[src/rtl/byte_arb_pkg.sv]
// Shared types and constants for the byte bank arbiter: FSM states, op encoding,
// requester index type.
package byte_arb_pkg;

    typedef enum logic [2:0] {
        StIdle,
        StWrite,
        StRead,
        StRwait,
        StResp
    } state_t;

    localparam logic OP_READ  = 1'b0;
    localparam logic OP_WRITE = 1'b1;

    typedef logic req_idx_t;

    localparam req_idx_t REQ_0 = 1'b0;
    localparam req_idx_t REQ_1 = 1'b1;

endpackage

[src/rtl/rr_arb2.sv]
// Two-input round-robin picker: a lone request wins outright, a tie goes to the
// requester that was not granted last.
module rr_arb2
    import byte_arb_pkg::*;
(
    input  logic [1:0] i_req,
    input  logic       i_last,
    output logic       o_grant_valid,
    output logic       o_grant_idx
);

    always_comb begin
        o_grant_valid = |i_req;
        o_grant_idx   = REQ_0;
        case (i_req)
            2'b01:   o_grant_idx = REQ_0;
            2'b10:   o_grant_idx = REQ_1;
            2'b11:   o_grant_idx = (i_last == REQ_1) ? REQ_0 : REQ_1;
            default: o_grant_idx = REQ_0;
        endcase
    end

endmodule

[src/rtl/byte_bank_arbiter.sv]
// Shares a registered byte bank between two requesters with round-robin arbitration.
// Optional BYTE_ARB_ERR_EN: out-of-range addresses skip the bank and ack early with o_err.
module byte_bank_arbiter
    import byte_arb_pkg::*;
#(
    parameter int unsigned NUM_REGS = 8,
    parameter int unsigned ADDR_W   = (NUM_REGS > 1) ? $clog2(NUM_REGS) : 1
) (
    input  logic                  i_clk,
    input  logic                  i_rst,
    input  logic                  i_req0,
    input  logic                  i_req1,
    input  logic                  i_op0,
    input  logic                  i_op1,
    input  logic [ADDR_W-1:0]     i_addr0,
    input  logic [ADDR_W-1:0]     i_addr1,
    input  logic [7:0]            i_wdata0,
    input  logic [7:0]            i_wdata1,
    output logic                  o_ack0,
    output logic                  o_ack1,
    output logic [7:0]            o_rdata,
    output logic                  o_err,
    output logic                  o_busy,
    output logic [NUM_REGS-1:0]   o_bank_we,
    output logic [NUM_REGS-1:0]   o_bank_re,
    output logic [7:0]            o_bank_wdata,
    input  logic [NUM_REGS*8-1:0] i_bank_q
);

    state_t            r_state;
    state_t            w_state_next;
    logic              w_grant_valid;
    logic              w_grant_idx;
    logic              w_sel_op;
    logic [ADDR_W-1:0] w_sel_addr;
    logic [7:0]        w_sel_wdata;
    logic              w_latch;
    logic [7:0]        w_rd_byte;

    logic              r_owner;
    logic [ADDR_W-1:0] r_addr;
    logic [7:0]        r_wdata;
    logic [7:0]        r_rdata;
    logic              r_last;

    rr_arb2 u_rr_arb2 (
        .i_req         ({i_req1, i_req0}),
        .i_last        (r_last),
        .o_grant_valid (w_grant_valid),
        .o_grant_idx   (w_grant_idx)
    );

    assign w_sel_op    = (w_grant_idx == REQ_1) ? i_op1    : i_op0;
    assign w_sel_addr  = (w_grant_idx == REQ_1) ? i_addr1  : i_addr0;
    assign w_sel_wdata = (w_grant_idx == REQ_1) ? i_wdata1 : i_wdata0;

`ifdef BYTE_ARB_ERR_EN
    localparam logic [ADDR_W:0] NUM_REGS_W = (ADDR_W + 1)'(NUM_REGS);

    logic w_sel_ok;
    logic w_addr_ok;

    assign w_sel_ok  = {1'b0, w_sel_addr} < NUM_REGS_W;
    assign w_addr_ok = {1'b0, r_addr} < NUM_REGS_W;
`endif

    always_ff @(posedge i_clk or posedge i_rst) begin
        if (i_rst) begin
            r_state <= StIdle;
        end else begin
            r_state <= w_state_next;
        end
    end

    // The latched op is carried by the WRITE/READ state choice itself.
    always_comb begin
        w_state_next = r_state;
        w_latch      = 1'b0;
        unique case (r_state)
            StIdle: begin
                if (w_grant_valid) begin
                    w_latch      = 1'b1;
                    w_state_next = (w_sel_op == OP_WRITE) ? StWrite : StRead;
`ifdef BYTE_ARB_ERR_EN
                    if (!w_sel_ok) begin
                        w_state_next = StResp;
                    end
`endif
                end
            end
            StWrite: w_state_next = StResp;
            StRead:  w_state_next = StRwait;
            StRwait: w_state_next = StResp;
            StResp:  w_state_next = StIdle;
            default: w_state_next = StIdle;
        endcase
    end

    always_ff @(posedge i_clk or posedge i_rst) begin
        if (i_rst) begin
            r_owner <= REQ_0;
            r_addr  <= '0;
            r_wdata <= '0;
            r_rdata <= '0;
            r_last  <= REQ_1;
        end else begin
            if (w_latch) begin
                r_owner <= w_grant_idx;
                r_addr  <= w_sel_addr;
                r_wdata <= w_sel_wdata;
            end
            if (r_state == StRwait) begin
                r_rdata <= w_rd_byte;
            end
            if (r_state == StResp) begin
                r_last <= r_owner;
            end
        end
    end

    // Out-of-range addresses match no index: no strobe, and a read yields 0.
    always_comb begin
        o_bank_we = '0;
        o_bank_re = '0;
        w_rd_byte = '0;
        for (int unsigned i = 0; i < NUM_REGS; i++) begin
            if (r_addr == ADDR_W'(i)) begin
                o_bank_we[i] = (r_state == StWrite);
                o_bank_re[i] = (r_state == StRead);
                w_rd_byte    = i_bank_q[8*i +: 8];
            end
        end
    end

    assign o_ack0       = (r_state == StResp) && (r_owner == REQ_0);
    assign o_ack1       = (r_state == StResp) && (r_owner == REQ_1);
    assign o_busy       = (r_state != StIdle);
    assign o_rdata      = r_rdata;
    assign o_bank_wdata = r_wdata;

`ifdef BYTE_ARB_ERR_EN
    assign o_err = (r_state == StResp) && !w_addr_ok;
`else
    assign o_err = 1'b0;
`endif

endmodule

[config.mk]
export PLATFORM = sky130hd
export DESIGN_NAME = byte_bank_arbiter
export DESIGN_NICKNAME = d
export VERILOG_FILES = /design/src/rtl/byte_arb_pkg.sv /design/src/rtl/rr_arb2.sv /design/src/rtl/byte_bank_arbiter.sv
export SDC_FILE = /design/constraint.sdc
export NUM_CORES = 1
export LEC_CHECK = 0
export CAP_MARGIN = 15
export CORE_UTILIZATION = 30
export CTS_BUF_LIST = sky130_fd_sc_hd__clkbuf_4 sky130_fd_sc_hd__clkbuf_8
export DETAILED_ROUTE_END_ITERATION = 16
export GPL_TIMING_DRIVEN = 0
export MAX_ROUTING_LAYER = met4
export PLACE_DENSITY = 0.7
export SLEW_MARGIN = 30
export SYNTH_ARGS = -nofsm -noshare
export SYNTH_HDL_FRONTEND = slang
export SYNTH_SLANG_ARGS = --single-unit
[constraint.sdc]
create_clock -name i_clk -period 2.1 [get_ports i_clk]
set_clock_uncertainty 0.05 [all_clocks]
set_input_delay 0.21 -clock i_clk [delete_from_list [all_inputs] [get_ports i_clk]]
set_output_delay 0.21 -clock i_clk [all_outputs]
set_load 0.01 [all_outputs]
==> metrics.yaml, run 1 <==
cp.depth: 4
drc: 0
maxCapViolCount: 0
hold_viol: 0
swShare: 0.420
critical_path.top_delay_family: "buffers and inverters"
critPathLaunchType: "flop"
start_util: 0.310
slowest_delay_ps: 540
cts_htree_levels: 1
synth_cell_types: 38
power_density_nw_per_um2: 1130
fin_crit_sh: 0.960
io_buffers: 126
regArea_um2: 603
cp_max_fo: 10
p_int_mw: 2.20
hold_path_class: "input port to asynchronous set/reset pin"
grt_pass1_wl_um: 9350
syn_area_um2: 1830
synth_edf_count: 0
arrival_ps: 1760
num_vias: 2065
syn_nets: 305
multi_input_area_um2: 1140
endpoint_kind: "output port"
comb_power_share: 0.694
r2r_cells: 4
synth-main-ff-cell: "dfrtp_1"
slowest_stage: "clkdlybuf4s50_1"
synthCells: 213
finalWorstSetupSlack_ps: 83.8
core_um2: 5920
required_ps: 1840
post-place-ws_ps: 74.1
grt_start_max_net_pins: 25
clockRootBuffer: "clkbuf_8"
drt-initial-drc-count: 69
p_leak_nw: 1.52
nets: 438
status: "complete, no violations"
wl_per_cell_um: 14.5
pwr-share-seq: 0.229
synth_area_per_cell_um2: 8.61
crit_chain: "buf_4 -> or2_4 -> nor2_1 -> clkdlybuf4s50_1"
ys_seq_area_frac: 0.328
final-setup-viol-count: 0
drtAntennaViolNets: 0
die_w_um: 80.2
die_area_um2: 6430
drive_gt1_frac: 0.174
syn_to_final_growth_pct: 82.3
path_clk_slew_ps: 80
ys_async_sr_fraction: 1.00
hpwl_um: 4850
cts_sinks: 24
wirelength_um: 6100
relSlewSlack: 0.662
tightest_slew_ps: 506
ir_drop_mv: 0.532
viasPerCell: 4.92
antenna_cells: 0
p_sw_mw: 1.59
crit_buf_inv: 2
min_period_ps: 2020
clk_path_buf_depth: 2
worst-setup-path-type: "flop to output port"
row_count: 28
globalRouteOverflowTotal: 0
rsz0062_at_grt: "no"
ys_ff_latch: 24
io_pins: 128
drtPass1Iterations: 4
dieHeight_um: 80.2
synth-warning-count: 0
antenna_found_initial: 0
final.fill_count: 569
grt_use_total: 0.194
grt_pass1_vias: 2017
clock_latency_ps: 270
clock_power_share: 0.077
gp_congestion: 0.767
numCtsBuffers: 3
max_freq_mhz: 496
finalMaxSlewViolations: 0
cts_tree: "done"
post-route-util: 0.565
==> cells by family (layout without fill, tap and decap cells) <==
logic type      after synthesis  in the layout  synth area share
mux                          29             29             0.159
buf+inv                      20            152            0.0730
compound gates               58             58             0.203
simple gates                 81             81             0.235
flops                        24             24             0.328
other cells                   1              1           0.00204
==> final timing paths <==
check / start / endpoint / slack, ps
max: r_addr[2] / o_bank_re[1] / 80
min: i_rst / o_rdata[4] / 230
max reg2reg: r_state[0] / r_owner / 520
min reg2reg: o_rdata[5] / o_rdata[5] / 460
max in group asynchronous: i_rst / r_state[0] / 1380
min in group i_clk: o_rdata[5] / o_rdata[5] / 460
==> cells in the mapped netlist, types with 2 or more instances <==
cell type	instances	area [um2]
nor2_2	9	56.3
nor2b_1	3	18.8
buf_4	2	15.0
buf_2	8	40.0
o21ai_0	15	75.1
buf_6	2	22.5
o21bai_1	3	22.5
o22ai_1	6	37.5
nor2_1	30	113
a21oi_1	16	80.1
and3_1	2	12.5
clkbuf_1	3	11.3
mux2i_1	28	280
nand3b_1	8	60.1
inv_1	3	11.3
nand2_1	10	37.5
nand2b_1	3	18.8
dfrtp_1	23	576
a21oi_2	10	87.6
nand3_1	7	35.0
o221ai_1	5	43.8
==> layout by cell type, fill, tap and decap left out, types with 5 or more instances in the layout <==
master | Yosys | layout
nand2_1 | 10 | 9
buf_4 | 2 | 6
a21oi_1 | 16 | 16
dfrtp_1 | 23 | 22
nand3b_1 | 8 | 8
o22ai_1 | 6 | 6
nand3_1 | 7 | 5
nor2_1 | 30 | 28
a21oi_2 | 10 | 10
o221ai_1 | 5 | 5
mux2i_1 | 28 | 28
dlymetal6s2s_1 | 0 | 8
o21ai_0 | 15 | 15
clkdlybuf4s50_1 | 0 | 113
nor2_2 | 9 | 10
buf_6 | 2 | 6
==> worst register-to-register path: stages, from the launching register on <==
cell and delay (ps):
dfrtp_2 440, buf_4 150, or3_4 360, nor2_8 140, mux2_2 340
==> stage by stage <==
stage | cell area [um2] | hold WS, ps | TNS [ps] | instances | power, mW
finish | 3340 | 235 | 0 | 420 | 3.79
global route | 3340 | 290 | 0 | 420 | 4.08
CTS | 3270 | 432 | -57.5 | 418 | 3.73
detailed placement | 3190 | 447 | 0 | 414 | 3.35
global placement | 3190 | 418 | 0 | 414 | 3.31
floorplan | 1830 | 174 | 0 | 213 | 2.38
==> per-layer routing <==
layer | GRT usage | up-vias | part of all wire
met4 | 0.0661 | 0 | 0.015
met1 | 0.228 | 939 | 0.42
met3 | 0.0386 | 7 | 0.11
met2 | 0.331 | 107 | 0.46
li1 | - | 1012 | -
met5 | - | - | 0
==> cell type report <==
type	count	share of cell area
timing repair buffer	130	0.391
multi-input combinational	169	0.341
sequential	24	0.180
inverter	3	0.00337
buffer	15	0.0419
clock buffer	4	0.0146
tap	75	0.0281
==> power by group through the flow <==
| stage | clock network, mW | logic (mW) | registers [mW] |
|---|---|---|---|
| 6_report | 0.291 | 2.63 | 0.867 |
| 5_1_grt | 0.324 | 2.86 | 0.893 |
| 4_1_cts | 0.306 | 2.58 | 0.839 |
| 3_5_place_dp | 0 | 2.49 | 0.851 |
| 3_3_place_gp | 0 | 2.47 | 0.839 |
| 2_1_floorplan | 0 | 1.47 | 0.904 |
==> sequential cells by signal (all words and copies together) (netlist names) <==
register / count
o_bank_wdata: 8
o_rdata: 8
r_addr: 3
r_state: 3
r_last: 1
r_owner: 1
==> timing repair <==
item                       in CTS  in global routing
hold buffers                    0                  0
buffers inserted                1                  3
gates resized for setup        16                 20
setup endpoints to repair      16                 15
No activity file was read; power rests on OpenSTA's default activity.
==> run 2, diff against run 1 <==
--- a/config.mk
+++ b/config.mk
@@ -8,6 +8,7 @@
 export CAP_MARGIN = 15
 export CORE_UTILIZATION = 30
 export CTS_BUF_LIST = sky130_fd_sc_hd__clkbuf_4 sky130_fd_sc_hd__clkbuf_8
+export CTS_CLUSTER_SIZE = 30
 export DETAILED_ROUTE_END_ITERATION = 16
 export GPL_TIMING_DRIVEN = 0
 export MAX_ROUTING_LAYER = met4
==> results of run 2 <==
The final DEF is identical to that of run 1; final timing and power are the same.
